## config.mk

```make
export PLATFORM = sky130hd
export DESIGN_NAME = uart_rx
export DESIGN_NICKNAME = d
export VERILOG_FILES = /design/src/rtl/uart_rx.sv
export SDC_FILE = /design/constraint.sdc
export NUM_CORES = 1
export LEC_CHECK = 0
export ABC_CLOCK_PERIOD_IN_PS = 2400
export CORE_ASPECT_RATIO = 2
export CORE_MARGIN = 10
export CORE_UTILIZATION = 56
export CTS_CLUSTER_SIZE = 30
export DETAILED_ROUTE_END_ITERATION = 10
export GPL_TIMING_DRIVEN = 0
export PLACE_DENSITY = 0.8
export RECOVER_POWER = 50
export REMOVE_ABC_BUFFERS = 1
export SKIP_CTS_REPAIR_TIMING = 1
export SLEW_MARGIN = 15
export SYNTH_ARGS = -nofsm -noshare
export SYNTH_HDL_FRONTEND = slang
export SYNTH_SLANG_ARGS = --single-unit
export TNS_END_PERCENT = 1
```

## constraint.sdc

```tcl
create_clock -name clk -period 2.4 [get_ports clk]
set_clock_uncertainty 0.15 [all_clocks]
set_input_delay 0.72 -clock clk [delete_from_list [all_inputs] [get_ports clk]]
set_output_delay 0.72 -clock clk [all_outputs]
set_load 0.005 [all_outputs]
```

## src/rtl/uart_rx.sv

```systemverilog
// 8N1 UART receiver: 2-flop synchronizer, mid-bit sampling, one-cycle valid / frame-error pulses.
// Latency: pulse one clock after the stop-bit sample point; no backpressure, every frame is reported once.
module uart_rx #(
  parameter int CLK_FREQ_HZ = 100_000_000,
  parameter int BAUD_RATE   = 115_200
) (
  input  logic       clk,
  input  logic       rst,
  input  logic       rx,
  output logic [7:0] rx_data,
  output logic       rx_valid,
  output logic       rx_busy,
  output logic       frame_err
);
  localparam int BAUD_DIV = CLK_FREQ_HZ / BAUD_RATE;
  localparam int HALF_DIV = BAUD_DIV / 2;
  localparam int CW       = $clog2(BAUD_DIV);
  localparam logic [CW-1:0] FULL_LAST = CW'(BAUD_DIV - 1);
  localparam logic [CW-1:0] HALF_LAST = CW'(HALF_DIV - 1);

  typedef enum logic [2:0] {IDLE, START, DATA, STOP, BREAK} state_t;

  state_t        state_q;
  logic [CW-1:0] cnt_q;
  logic [2:0]    bit_q;
  logic [7:0]    shift_q;
  logic          rx_meta_q;
  logic          rx_s_q;
  logic [7:0]    rx_data_q;
  logic          rx_valid_q;
  logic          rx_busy_q;
  logic          frame_err_q;

  assign rx_data   = rx_data_q;
  assign rx_valid  = rx_valid_q;
  assign rx_busy   = rx_busy_q;
  assign frame_err = frame_err_q;

  always_ff @(posedge clk) begin
    if (rst) begin
      state_q     <= IDLE;
      cnt_q       <= '0;
      bit_q       <= '0;
      shift_q     <= '0;
      rx_meta_q   <= 1'b1;
      rx_s_q      <= 1'b1;
      rx_data_q   <= 8'h00;
      rx_valid_q  <= 1'b0;
      rx_busy_q   <= 1'b0;
      frame_err_q <= 1'b0;
    end else begin
      rx_meta_q   <= rx;
      rx_s_q      <= rx_meta_q;
      rx_valid_q  <= 1'b0;
      frame_err_q <= 1'b0;
      case (state_q)
        IDLE: begin
          cnt_q <= '0;
          if (!rx_s_q) begin
            state_q   <= START;
            rx_busy_q <= 1'b1;
          end
        end
        START: begin
          if (cnt_q == HALF_LAST) begin
            cnt_q <= '0;
            bit_q <= '0;
            // A line that is high again at mid start bit was only a glitch.
            if (rx_s_q) begin
              state_q   <= IDLE;
              rx_busy_q <= 1'b0;
            end else begin
              state_q <= DATA;
            end
          end else begin
            cnt_q <= cnt_q + 1'b1;
          end
        end
        DATA: begin
          if (cnt_q == FULL_LAST) begin
            cnt_q   <= '0;
            shift_q <= {rx_s_q, shift_q[7:1]};
            if (bit_q == 3'd7) begin
              state_q <= STOP;
            end else begin
              bit_q <= bit_q + 1'b1;
            end
          end else begin
            cnt_q <= cnt_q + 1'b1;
          end
        end
        STOP: begin
          if (cnt_q == FULL_LAST) begin
            cnt_q <= '0;
            if (rx_s_q) begin
              state_q    <= IDLE;
              rx_data_q  <= shift_q;
              rx_valid_q <= 1'b1;
              rx_busy_q  <= 1'b0;
            end else begin
              state_q     <= BREAK;
              frame_err_q <= 1'b1;
            end
          end else begin
            cnt_q <= cnt_q + 1'b1;
          end
        end
        BREAK: begin
          // Wait out a held-low line so it cannot be taken as fresh start bits.
          cnt_q <= '0;
          if (rx_s_q) begin
            state_q   <= IDLE;
            rx_busy_q <= 1'b0;
          end
        end
        default: begin
          state_q   <= IDLE;
          cnt_q     <= '0;
          rx_busy_q <= 1'b0;
        end
      endcase
    end
  end
endmodule

```

==> results.md <==
* Outcome: complete, no violations
* Final-report hold violation count at 0
* Vias per inst at around 5.6
* Half-perimeter wire length of the detailed placement result at around 2300 um
* Via count at around 1.2k
* Number of setup violations in the final report at 0
* Drt initial violations at 34
* Number of antenna violations at the first check in global routing at 0
* Overall track demand over capacity in global routing at 0.1200
* Final worst path period need at between 2 and 2.5 ns
* Maximum vdd ir drop at 0.5173 mV
* Commonest cells after routing, fill and taps aside: nor2_1, dfxtp_1, mux2i_1
* Width of the die at ~58 um
* H-Tree Depth at 2
* Clk_lat worst skew at approximately 0.29 ns
* Yosys Warn Count at 0
* Post-Layout Cell Count at approximately 210
* Pin count of the biggest net entering global routing at 29
* Aggregate routed wire length at about 3000 um
* Quantity of I/O buffers inserted on ports at 13
* Instance count of the mapped netlist at about 170
* Final core utilization at 0.6649
* Crit-path max FO at 9
* Distinct cell type count of the synthesized netlist at 41
* GP Congestion at ~0.77
* Final Net Count at approximately 190
* Initial core utilization at 0.5822
* Actual transition at the worst max-transition pin at between 0.9 and 1 ns
* Crit path capture type: flop
* Startpoint type of the worst setup path: flop
* Max Root-Sink Buffers at 2
* Die area at ~5600 um^2
* Number of sinks on the clock net at 37
* Post-Syn Area per Cell at between 9 and 10 um^2
* Buffer cell driving the clock tree root: clkbuf_8
* Area of the mapped netlist at about 1600 um^2
* TritonCTS clock tree: yes
* Proportion of synthesized chip area in sequential cells at 0.4593
* Wirelength per Cell at between 10 and 15 um
* Part of the power in the clock network at 0.401
* Final worst-path setup slack at ~0.2 ns
* Type of the most critical hold path: reg -> reg
* Clock Pin Slew Worst Setup and Hold Paths at around 0.070 ns
* Number of design rule violations left after detail routing at 0
* Max-slew violation total from the final report at 0
* Max-capacitance violation count at 0
* Total net switching power at 0.0002534 W
* Core Region at 2770 um^2
* GRT overflow at 0
* Unrepaired setup endpoints after global routing: yes
* Clock buffer count from CTS at 5
* Post-detailed-route count of antenna-violating nets at 0
* Power per standard cell area at roughly 630 nW/um^2
* Count of inserted antenna diode cells at 0
* Layout cells sized above 1 at 0.1038
* Part of the total power dissipated in combinational logic at 0.053
* Cell type contributing the most total cell area after synthesis: dfxtp_1
* Setup total negative slack at 0 ns
* Switching portion of total power at 0.2189
* #FFs+latches synth at 37
* Wire length of the first global-routing pass at roughly 5300 um
* Number of optimization iterations in the first detailed-route pass at 4
* Proportion of netlist area held by the largest area contributor at 0.4593
* Area added between synthesis and finish at 14.20%
* Reg power frac at 0.546
* Final worst path period share at 0.9148
* Standard-cell rows at 27
* Achievable Freq at about 460 MHz
* Die outline height at 95.90 um
* Crit path arrival time at 2.19 ns
* Setup Slack @ Placement at -0.3656 ns
* Number of top-level pins at 14
* Leakage power at roughly 0.72 nW
* Worst endpoint required time at between 2 and 2.5 ns
* Placed cell count at around 200
* Number of global-route vias before repair at ~1.3k
* Tightest hold margin at between 0.2 and 0.3 ns
* Most common cell after layout, fill and taps aside: nor2_1
* Leading post-synthesis cells by cell area: dfxtp_1, mux2i_1, nor2_1, ha_1, xor2_1
* Kind of critical path: reg -> reg
* Cell-internal power at 0.0009043 W
* Headroom to the max-slew limit at 0.3803
synth_stat cells (all sizes together):
cell type / instances
ha: 4
clkbuf: 3
a32o: 1
nand4b: 1
dfxtp: 37
a221o: 1
and4bb: 1
mux2i: 18
xnor2: 4
and4b: 1
o21ai: 4
nand2: 10
a31oi: 1
and4: 2
a22oi: 2
nand4: 3
o21bai: 1
a21boi: 1
and3: 2
nand3: 5
a211oi: 1
and2: 1
nor2b: 4
nand3b: 1
xor2: 5
buf: 4
o211ai: 1
nor4: 1
nor3b: 3
nand2b: 4
or2: 2
and2b: 1
inv: 1
nor2: 35
a21oi: 3
sequential cells by signal (all words and copies together) (netlist names):
| signal | cells |
|---|---|
| rx_busy | 1 |
| cnt_q | 10 |
| rx_data | 8 |
| state_q | 3 |
| rx_meta_q | 1 |
| frame_err | 1 |
| rx_valid | 1 |
| rx_s_q | 1 |
| bit_q | 3 |
| shift_q | 8 |
layout make-up:
cell class,count,area (um^2)
clock inverter,1,5.005
tap,29,36.28
clock buffer,7,96.34
inverter,1,3.754
multi-input combinational,124,823.3
timing repair buffer,13,132.6
fill,229,928.4
sequential,37,744.5
cells by family after synthesis:
family	after synthesis	share of synthesized area
and+or+nand+nor	77	0.2475
adders and majority gates	4	0.03103
DFF	37	0.4593
AOI/OAI and AO/OA	16	0.07137
xor gates and xnor gates	9	0.04887
buffers and inverters	8	0.03025
muxes	18	0.1117
worst max-delay path, cell delays in order (launching register included):
cell	delay, ns
dfxtp_2	0.37
ha_2	0.21
and4bb_2	0.29
and3_1	0.19
and4_1	0.52
mux2i_1	0.26
nor2_1	0.06
routing by layer:
layer / routed length [um] / global-route usage / share of wire
met1: 1053 / 0.09752 / 0.35
met2: 1744 / 0.2365 / 0.58
met3: 142 / 0.04090 / 0.047
met4: 72 / 0.06496 / 0.024
met5: 0 / 0 / 0
through the flow:
| stage | total power, W | cell area [um^2] |
|---|---|---|
| 6_report | 0.001158 | 1842 |
| 5_1_grt | 0.001198 | 1842 |
| 4_1_cts | 0.001166 | 1836 |
| 3_5_place_dp | 0.0007072 | 1734 |
| 3_3_place_gp | 0.0007041 | 1734 |
| 2_1_floorplan | 0.0006828 | 1568 |
power groups by stage:
stage / clock, W / sequential (W) / combinational (W)
global route: 0.000495 / 0.000633 / 0.0000689
CTS: 0.000472 / 0.000632 / 0.0000616
floorplan: 0 / 0.000643 / 0.0000397
detailed placement: 0 / 0.000646 / 0.0000615
finish: 0.000464 / 0.000632 / 0.0000610
global placement: 0 / 0.000645 / 0.0000594
final timing paths:
kind                        startpoint                 endpoint  slack (ns)  cells past startpoint
hold reg to reg   rx_meta_q$_SDFF_PP1_        rx_s_q$_SDFF_PP1_        0.27                      1
setup reg to reg   cnt_q[0]$_SDFF_PP0_  rx_data[1]$_SDFFE_PP0P_        0.20                      6
hold / removal    rx_meta_q$_SDFF_PP1_        rx_s_q$_SDFF_PP1_        0.27                      1
setup / recovery   cnt_q[0]$_SDFF_PP0_  rx_data[1]$_SDFFE_PP0P_        0.20                      6
No activity file was read; power rests on OpenSTA's default activity.
